### config.mk
export PLATFORM = sky130hd
export DESIGN_NAME = maxpool_ctrl
export DESIGN_NICKNAME = d
export VERILOG_FILES = /design/src/rtl/maxpool_ctrl.sv
export SDC_FILE = /design/constraint.sdc
export NUM_CORES = 1
export LEC_CHECK = 0
export CAP_MARGIN = 10
export CORE_UTILIZATION = 45
export CTS_CLUSTER_SIZE = 20
export DETAILED_ROUTE_END_ITERATION = 12
export GPL_ROUTABILITY_DRIVEN = 0
export GPL_TIMING_DRIVEN = 0
export PLACE_DENSITY_LB_ADDON = 0.05
export SLEW_MARGIN = 20
export SYNTH_ARGS = -nofsm -noshare
export SYNTH_HDL_FRONTEND = slang
export SYNTH_SLANG_ARGS = --single-unit
### constraint.sdc
create_clock -name clk -period 2.7 [get_ports clk]
set_input_delay 0.54 -clock clk [delete_from_list [all_inputs] [get_ports clk]]
set_output_delay 0.54 -clock clk [all_outputs]
set_load 0.1 [all_outputs]
### src/rtl/maxpool_ctrl.sv
// 2x2 stride-2 signed max-pool reader/writer between the conv-output RAM and the next-layer RAM.
// Define MAXPOOL_RELU_EN to clamp negative pooled samples to zero (fused ReLU).
module maxpool_ctrl #(
    parameter int IN_W     = 32,
    parameter int IN_H     = 32,
    parameter int CHANNELS = 32,
    parameter int ADDR_W   = 16,
    parameter int DATA_W   = 8
) (
    input  logic              clk,
    input  logic              reset,
    input  logic              en_ctrl,
    output logic [ADDR_W-1:0] rd_addr,
    output logic              en_read,
    input  logic [DATA_W-1:0] rd_data,
    output logic [ADDR_W-1:0] wr_addr,
    output logic [DATA_W-1:0] wr_data,
    output logic              en_write,
    output logic              busy,
    output logic              finish,
    output logic [2:0]        dbg_state
);

    localparam int OUT_W    = IN_W / 2;
    localparam int OUT_H    = IN_H / 2;
    localparam int PLANE    = IN_H * IN_W;
    localparam int OPLANE   = OUT_H * OUT_W;
    localparam int CH_BITS  = (CHANNELS > 1) ? $clog2(CHANNELS) : 1;
    localparam int ROW_BITS = (OUT_H > 1) ? $clog2(OUT_H) : 1;
    localparam int COL_BITS = (OUT_W > 1) ? $clog2(OUT_W) : 1;

    typedef enum logic [2:0] {
        S_IDLE  = 3'd0,
        S_FETCH = 3'd1,
        S_DRAIN = 3'd2,
        S_WRITE = 3'd3,
        S_DONE  = 3'd4
    } state_t;

    state_t              r_state;
    state_t              w_next_state;
    logic [CH_BITS-1:0]  r_ch;
    logic [ROW_BITS-1:0] r_row;
    logic [COL_BITS-1:0] r_col;
    logic [1:0]          r_k;
    logic [DATA_W-1:0]   r_max;
    logic [ADDR_W-1:0]   r_wr_addr;
    logic [DATA_W-1:0]   r_wr_data;
    logic                r_en_write;
    logic                r_busy;
    logic                r_finish;

    logic                w_last_col;
    logic                w_last_row;
    logic                w_last_ch;
    logic                w_last_win;
    logic [ADDR_W-1:0]   w_in_addr;
    logic [ADDR_W-1:0]   w_out_addr;
    logic [DATA_W-1:0]   w_max_next;
    logic [DATA_W-1:0]   w_pool_val;
    logic                w_nxt_en_write;
    logic                w_nxt_busy;
    logic                w_nxt_finish;
    logic [ADDR_W-1:0]   w_nxt_wr_addr;
    logic [DATA_W-1:0]   w_nxt_wr_data;

    assign w_last_col = (r_col == COL_BITS'(OUT_W - 1));
    assign w_last_row = (r_row == ROW_BITS'(OUT_H - 1));
    assign w_last_ch  = (r_ch == CH_BITS'(CHANNELS - 1));
    assign w_last_win = w_last_col && w_last_row && w_last_ch;

    // k[1] picks the lower row of the window, k[0] the right column.
    assign w_in_addr  = ADDR_W'(32'(r_ch) * PLANE
                              + (32'(r_row) * 2 + 32'(r_k[1])) * IN_W
                              + 32'(r_col) * 2 + 32'(r_k[0]));
    assign w_out_addr = ADDR_W'(32'(r_ch) * OPLANE + 32'(r_row) * OUT_W + 32'(r_col));

    // Ties keep the held value, so only a strictly larger sample replaces it.
    assign w_max_next = ($signed(rd_data) > $signed(r_max)) ? rd_data : r_max;

`ifdef MAXPOOL_RELU_EN
    assign w_pool_val = w_max_next[DATA_W-1] ? '0 : w_max_next;
`else
    assign w_pool_val = w_max_next;
`endif

    always_ff @(posedge clk or negedge reset) begin
        if (!reset) begin
            r_state <= S_IDLE;
        end else begin
            r_state <= w_next_state;
        end
    end

    always_comb begin
        w_next_state = r_state;
        case (r_state)
            S_IDLE:  if (en_ctrl) w_next_state = S_FETCH;
            S_FETCH: if (r_k == 2'd3) w_next_state = S_DRAIN;
            S_DRAIN: w_next_state = S_WRITE;
            S_WRITE: w_next_state = w_last_win ? S_DONE : S_FETCH;
            S_DONE:  if (!en_ctrl) w_next_state = S_IDLE;
            default: w_next_state = S_IDLE;
        endcase
    end

    // Read port is decoded combinationally so the RAM captures the address at the next edge;
    // everything else is the registered image of the next state.
    always_comb begin
        en_read        = (r_state == S_FETCH);
        rd_addr        = (r_state == S_FETCH) ? w_in_addr : '0;
        w_nxt_en_write = (w_next_state == S_WRITE);
        w_nxt_busy     = (w_next_state == S_FETCH) || (w_next_state == S_DRAIN) ||
                         (w_next_state == S_WRITE);
        w_nxt_finish   = (w_next_state == S_DONE);
        w_nxt_wr_addr  = (w_next_state == S_WRITE) ? w_out_addr : r_wr_addr;
        w_nxt_wr_data  = (w_next_state == S_WRITE) ? w_pool_val : r_wr_data;
    end

    always_ff @(posedge clk or negedge reset) begin
        if (!reset) begin
            r_ch  <= '0;
            r_row <= '0;
            r_col <= '0;
            r_k   <= '0;
            r_max <= '0;
        end else begin
            case (r_state)
                S_IDLE: begin
                    if (en_ctrl) begin
                        r_ch  <= '0;
                        r_row <= '0;
                        r_col <= '0;
                        r_k   <= '0;
                    end
                end
                S_FETCH: begin
                    r_k <= r_k + 2'd1;
                    if (r_k == 2'd1) begin
                        r_max <= rd_data;
                    end else if (r_k != 2'd0) begin
                        r_max <= w_max_next;
                    end
                end
                S_DRAIN: r_max <= w_max_next;
                S_WRITE: begin
                    if (w_last_col) begin
                        r_col <= '0;
                        if (w_last_row) begin
                            r_row <= '0;
                            r_ch  <= w_last_ch ? '0 : r_ch + CH_BITS'(1);
                        end else begin
                            r_row <= r_row + ROW_BITS'(1);
                        end
                    end else begin
                        r_col <= r_col + COL_BITS'(1);
                    end
                end
                default: ;
            endcase
        end
    end

    always_ff @(posedge clk or negedge reset) begin
        if (!reset) begin
            r_wr_addr  <= '0;
            r_wr_data  <= '0;
            r_en_write <= 1'b0;
            r_busy     <= 1'b0;
            r_finish   <= 1'b0;
        end else begin
            r_wr_addr  <= w_nxt_wr_addr;
            r_wr_data  <= w_nxt_wr_data;
            r_en_write <= w_nxt_en_write;
            r_busy     <= w_nxt_busy;
            r_finish   <= w_nxt_finish;
        end
    end

    assign wr_addr   = r_wr_addr;
    assign wr_data   = r_wr_data;
    assign en_write  = r_en_write;
    assign busy      = r_busy;
    assign finish    = r_finish;
    assign dbg_state = r_state;

endmodule

# Word-level counts from Yosys, hierarchy flattened
# Cells that the tools add are included.
[classes] n_reduce_logical=14 add_sub_neg=10 order_cmp=1 n_eq_ne=17 muxes=23
[ops] op="$mux 8" n=3
[ops] op="$mux 5" n=4
[ops] op="$add 15x11->16" n=1
[ops] op="$add 16x1->16" n=1
[ops] op="$add 16x5->16" n=1
[ops] op="$mux 16" n=1
[ops] op="$mux 4" n=4
[ops] op="$pmux 4 s2" n=2
[ops] op="$pmux 8 s2" n=1
[ops] op="$add 14x4->15" n=1
[ops] op="$pmux 3 s5" n=1
[ops] op="$add 13x8->14" n=1
[ops] op="$eq 3x2->1 const B" n=4
[ops] op="$mux 3" n=4
[ops] op="$pmux 5 s2" n=1
[ops] op="$add 4x1->4 const B" n=2
[ops] op="$eq 4x4->1 const B" n=2
[ops] op="$gt 8x8->1" n=1
[ops] op="$reduce_bool 2->1" n=4
[ops] op="$add 5x1->6" n=1
[ops] op="$eq 3x1->1 const B" n=2
[ops] op="$eq 3x3->1 const B" n=2
[ops] op="$ne 2x2->1 const B" n=3
[ops] op="$reduce_and 2->1" n=3
[ops] op="other kinds (13)" n=15
[totals] wordCells=76 input_bits=11 output_inout_bits=47 regBits=53

# Longest topological paths before layout
[depth] ltp_word=8 mapped_depth=7 ltp_nobuf=7

# Worst setup path after synthesis
# No wires, ideal clock.
[synth_timing] path_kind="reg-to-output" start="register r_state[0] (netlist: dbg_state[0])" end="output rd_addr[10]" stages_incl_launch_ff=5 required_time_ns=2.160 setup_slack_ns=-1.153 n_path_buf=2 t_arrival_ns=3.313 path_cell_list="dfrtp_1 -> buf_4 -> nor3b_4 -> clkbuf_1 -> and2_1"
[synth_via] elab_chain_len=2
[synth_lines] element="from (decl)" line_no="40" source="state_t r_state;"
[synth_lines] element="from (signal assigned)" line_no="91" source="r_state <= w_next_state;"
[synth_lines] element="$eq 3x1->1"
[synth_lines] element="net en_read" line_no="14" source="output logic en_read,"
[synth_lines] element="$mux 16" line_no="111" source="rd_addr = (r_state == S_FETCH) ? w_in_addr : '0;"
[synth_lines] element="to (decl)" line_no="13" source="output logic [ADDR_W-1:0] rd_addr,"
# The timed path passes the listed nets, and every way through them passes these cells.

# Worst setup path after layout
[layout_timing] start="register r_state[1] (netlist: dbg_state[1])" end="output rd_addr[3]"
[layout_via] elab_chain_len=2
[layout_lines] element="$eq 3x1->1" line_no="111"
[layout_lines] element="$mux 16" line_no="111"
# Every way passes these cells.

==> results.tsv <==
stage	metric	value	unit
layout	Multi-input gate area	1320	µm²
cts	cts bufs inserted	5	
drt	drt total wl	5400	µm
die	# rows	27	
die	Initial Util	47.5	%
layout	nets@finish	352	
die	Ports	58	
layout	Antenna Cells	0	
drt	Via density	5.16	
sta	RSZ-0062 raised after global routing	false	
yosys	simple-gate share of the synthesized area	24.4	%
worst_setup_path	WS Path Type	reg2out	
drt	wire length per cell	13.6	µm
min_path	worst min path class	in2async	
yosys	Post-Synth Adder-Cell Area	7.09	%
yosys	number of enable flip-flop cells after synthesis	0	
die	Die Width	78.7	µm
pwr	VDD IR max	0.735	mV
drt	Pre-antenna DRT Iters	4	
drt	DRT antenna net count	0	
worst_setup_path	CP Max Fanout	10	
run_status	status	finished clean	
yosys	most common cell in the synthesized netlist	nand2_1	
grt	number of global-route vias before repair	2053	
drt	Highest Signal Layer	met4	
layout	share of cells above drive strength 1	21.5	%
cts	clk slew on worst S/H paths	0.09	ns
sta	final period utilization	93.1	%
drt	initial drt markers	80	
cts	post-CTS setup buffers	0	
placed_design	placed inst area	3310	µm²
sta	endpoints failing setup	0	
job	Max-Cap Viols	0	
cts	deepest clock path buffer count	2	
worst_setup_path	FF-to-FF setup slack	0.52	ns
grt	maximum number of pins on one net before global-route repair	51	
drt	Metal-1 WL	2480	µm
cts	H-Tree Depth	2	
yosys	largest cells by area after synthesis	dfrtp_1 (47%), nand2_1 (7.5%), ha_1 (7.1%)	
yosys	Yosys cell types	46	
cts	CTS tree	done	
sta	setup TNS	0	ns
grt	Total GRT Usage	19.5	%
sta	clock skew	0.00364	ns
layout	Register Area	1250	µm²
sta	relative slew slack	35.5	%
sta	Fmax	398	MHz
yosys	Post-Syn Area	2650	µm²
sta	worst-margin pin slew	0.964	ns
yosys	Cells after Synth	263	
yosys	asr flop ratio synth	100	%
placed_design	I/O Buffers	53	
drt	met2 wire len	2690	µm
drt	DRC	0	
worst_setup_path	kind of end point of the critical path	output pin	
sta	Max Slew Vio Count	0	
yosys	register bit total from synthesis	50	
yosys	sequential area share after synthesis	47.2	%
cts	CTS Sinks	50	
yosys	YS warnings	0	
grt	first-pass GRT wire length	9400	µm
sta	clock period minus final worst setup slack	2.51	ns
die	Core ar.	5570	µm²
cts	Worst-Skew Late Latency	0.30	ns
drt	met3 wire len	168	µm
worst_setup_path	crit path DAT	1.97	ns
worst_setup_path	Slowest-stage cell, CP	dfrtp_1	
die	total die area	6200	µm²
placed_design	Final HPWL DP	3880	µm
grt	total grt overflow	0	
yosys	Synth Area per Inst	10.1	µm²
layout	Fill cells	525	
sta	Final Hold Viols	0	
layout	Final Instance Area	3340	µm²
yosys	synth cell count leaders	nand2_1 (53), dfrtp_1 (50), and2_1 (24)	
cts	clk root buf	clkbuf_8	
worst_setup_path	cells on worst reg2reg path	7	
yosys	area share of the largest cell type after synthesis	47.2	%
die	height of the die	78.7	µm
yosys	largest family of logic cells by synthesized area	simple AND/OR/NAND/NOR gates	
yosys	cell taking the most area after synthesis	dfrtp_1	
pwr	Pwr Density	1270	nW/µm²
pwr	Leak Pwr	1.65	nW
layout	Synth-to-Final Area Change	25.9	%
cts	hold buffer count at cts	0	
grt	initial antenna violation count	0	
yosys	Post-Synth XOR/XNOR Area	0	%
worst_setup_path	CP cell instances	buf_2 > nor3b_4 > clkbuf_1 > and2_2 > clkbuf_4	
yosys	predominant post-synthesis flop cell	dfrtp_1	
worst_setup_path	WP data required	2.16	ns
yosys	Compound-Gate Fraction of Synth Area	12.9	%
worst_setup_path	peak per-stage delay on the critical path	0.38	ns
worst_setup_path	Startpoint Class	register	
yosys	multiplexer share of the synthesized area	3.83	%
drt	vias after detailed routing	2055	
## area by class of cell
type / count / area share (%)
well taps: 72 / 2.70
multi-input cells: 193 / 39.7
plain buffers: 12 / 2.33
clock buffers: 5 / 2.06
repair buffers: 53 / 14.1
flip-flops and latches: 50 / 37.5
inverters: 11 / 1.24
clock inverters: 2 / 0.300
## state kept, by name, indices dropped and copies added (netlist names)
register	count
wr_addr	13
r_max	8
wr_data	8
r_ch	5
r_col	4
r_row	4
dbg_state	3
r_k	2
busy	1
en_write	1
finish	1
## cells in the final DEF, fill, tap and decap left out, types with 2 or more instances in the layout
cell type and n:
and2_4 9, clkdlybuf4s50_1 35, a22o_1 2, ha_1 15
buf_4 6, clkbuf_8 5, and2_2 6, nand3b_1 3
nor2b_1 2, a21oi_1 6, nand2_1 53, clkbuf_1 3
conb_1 4, nand3_1 3, a21o_1 2, inv_1 10
clkbuf_4 7, and2_1 9, nand4_1 3, nor2_2 2
dfrtp_1 49, o21ai_0 18, nand2b_1 4, and3_1 3
clkinv_2 2, nor2_1 10, and4_1 2, mux2_2 9
a221o_1 8, buf_2 11
## cells by family (layout without fill, tap and decap cells)
logic type / Yosys count / after routing
multiplexers: 9 / 9
adder cells (fa/ha/maj): 15 / 15
other: 1 / 4
buffers and inverters: 23 / 83
AND/OR/NAND/NOR: 120 / 120
AO/OA/AOI/OAI: 45 / 45
flip-flops: 50 / 50
## per-stage QoR
stage	setup slack, ns	hold slack (ns)	utilization, %	total power [mW]	std cells
after floorplan	0.0497	0.244	-	3.30	266
after global placement	-0.653	0.460	59.5	3.85	391
after detailed placement	-0.297	0.463	59.4	3.88	391
after CTS	0.0333	0.278	60.5	4.28	398
after global routing	0.0390	0.303	59.8	4.49	398
final	0.186	0.249	59.8	4.24	398
## layer usage
metal | global-route usage (%) | up-vias
met5 | 0 | -
met4 | 5.00 | 0
met3 | 4.14 | 6
met2 | 34.3 | 38
met1 | 24.2 | 987
li1 | - | 1024
## critical path, delay by kind of cell, from the launching register on
kind,cells,cell delay [ns]
buf+inv,3,0.83
simple gates,2,0.46
flops,1,0.38
## where the power goes
| group | leakage [nW] | total (mW) | switching [mW] | internal [mW] |
|---|---|---|---|---|
| registers | 0.652 | 1.15 | 0.170 | 0.983 |
| logic | 0.957 | 2.67 | 1.88 | 0.789 |
| clock network | 0.0438 | 0.418 | 0.243 | 0.175 |
## timing repair
action | CTS | global route
resized for setup | 60 | 25
setup endpoints to repair | 16 | 16
cloned | 0 | 0
## path summary, 6_finish.rpt
path                               from           end
setup / recovery           dbg_state[1]    rd_addr[3]
hold / removal                    reset  dbg_state[2]
setup reg to reg               r_max[7]      r_max[3]
hold reg to reg             wr_addr[11]   wr_addr[11]
max in group asynchronous         reset  dbg_state[0]
min in group clk            wr_addr[11]   wr_addr[11]
No activity file was read; power rests on OpenSTA's default activity.
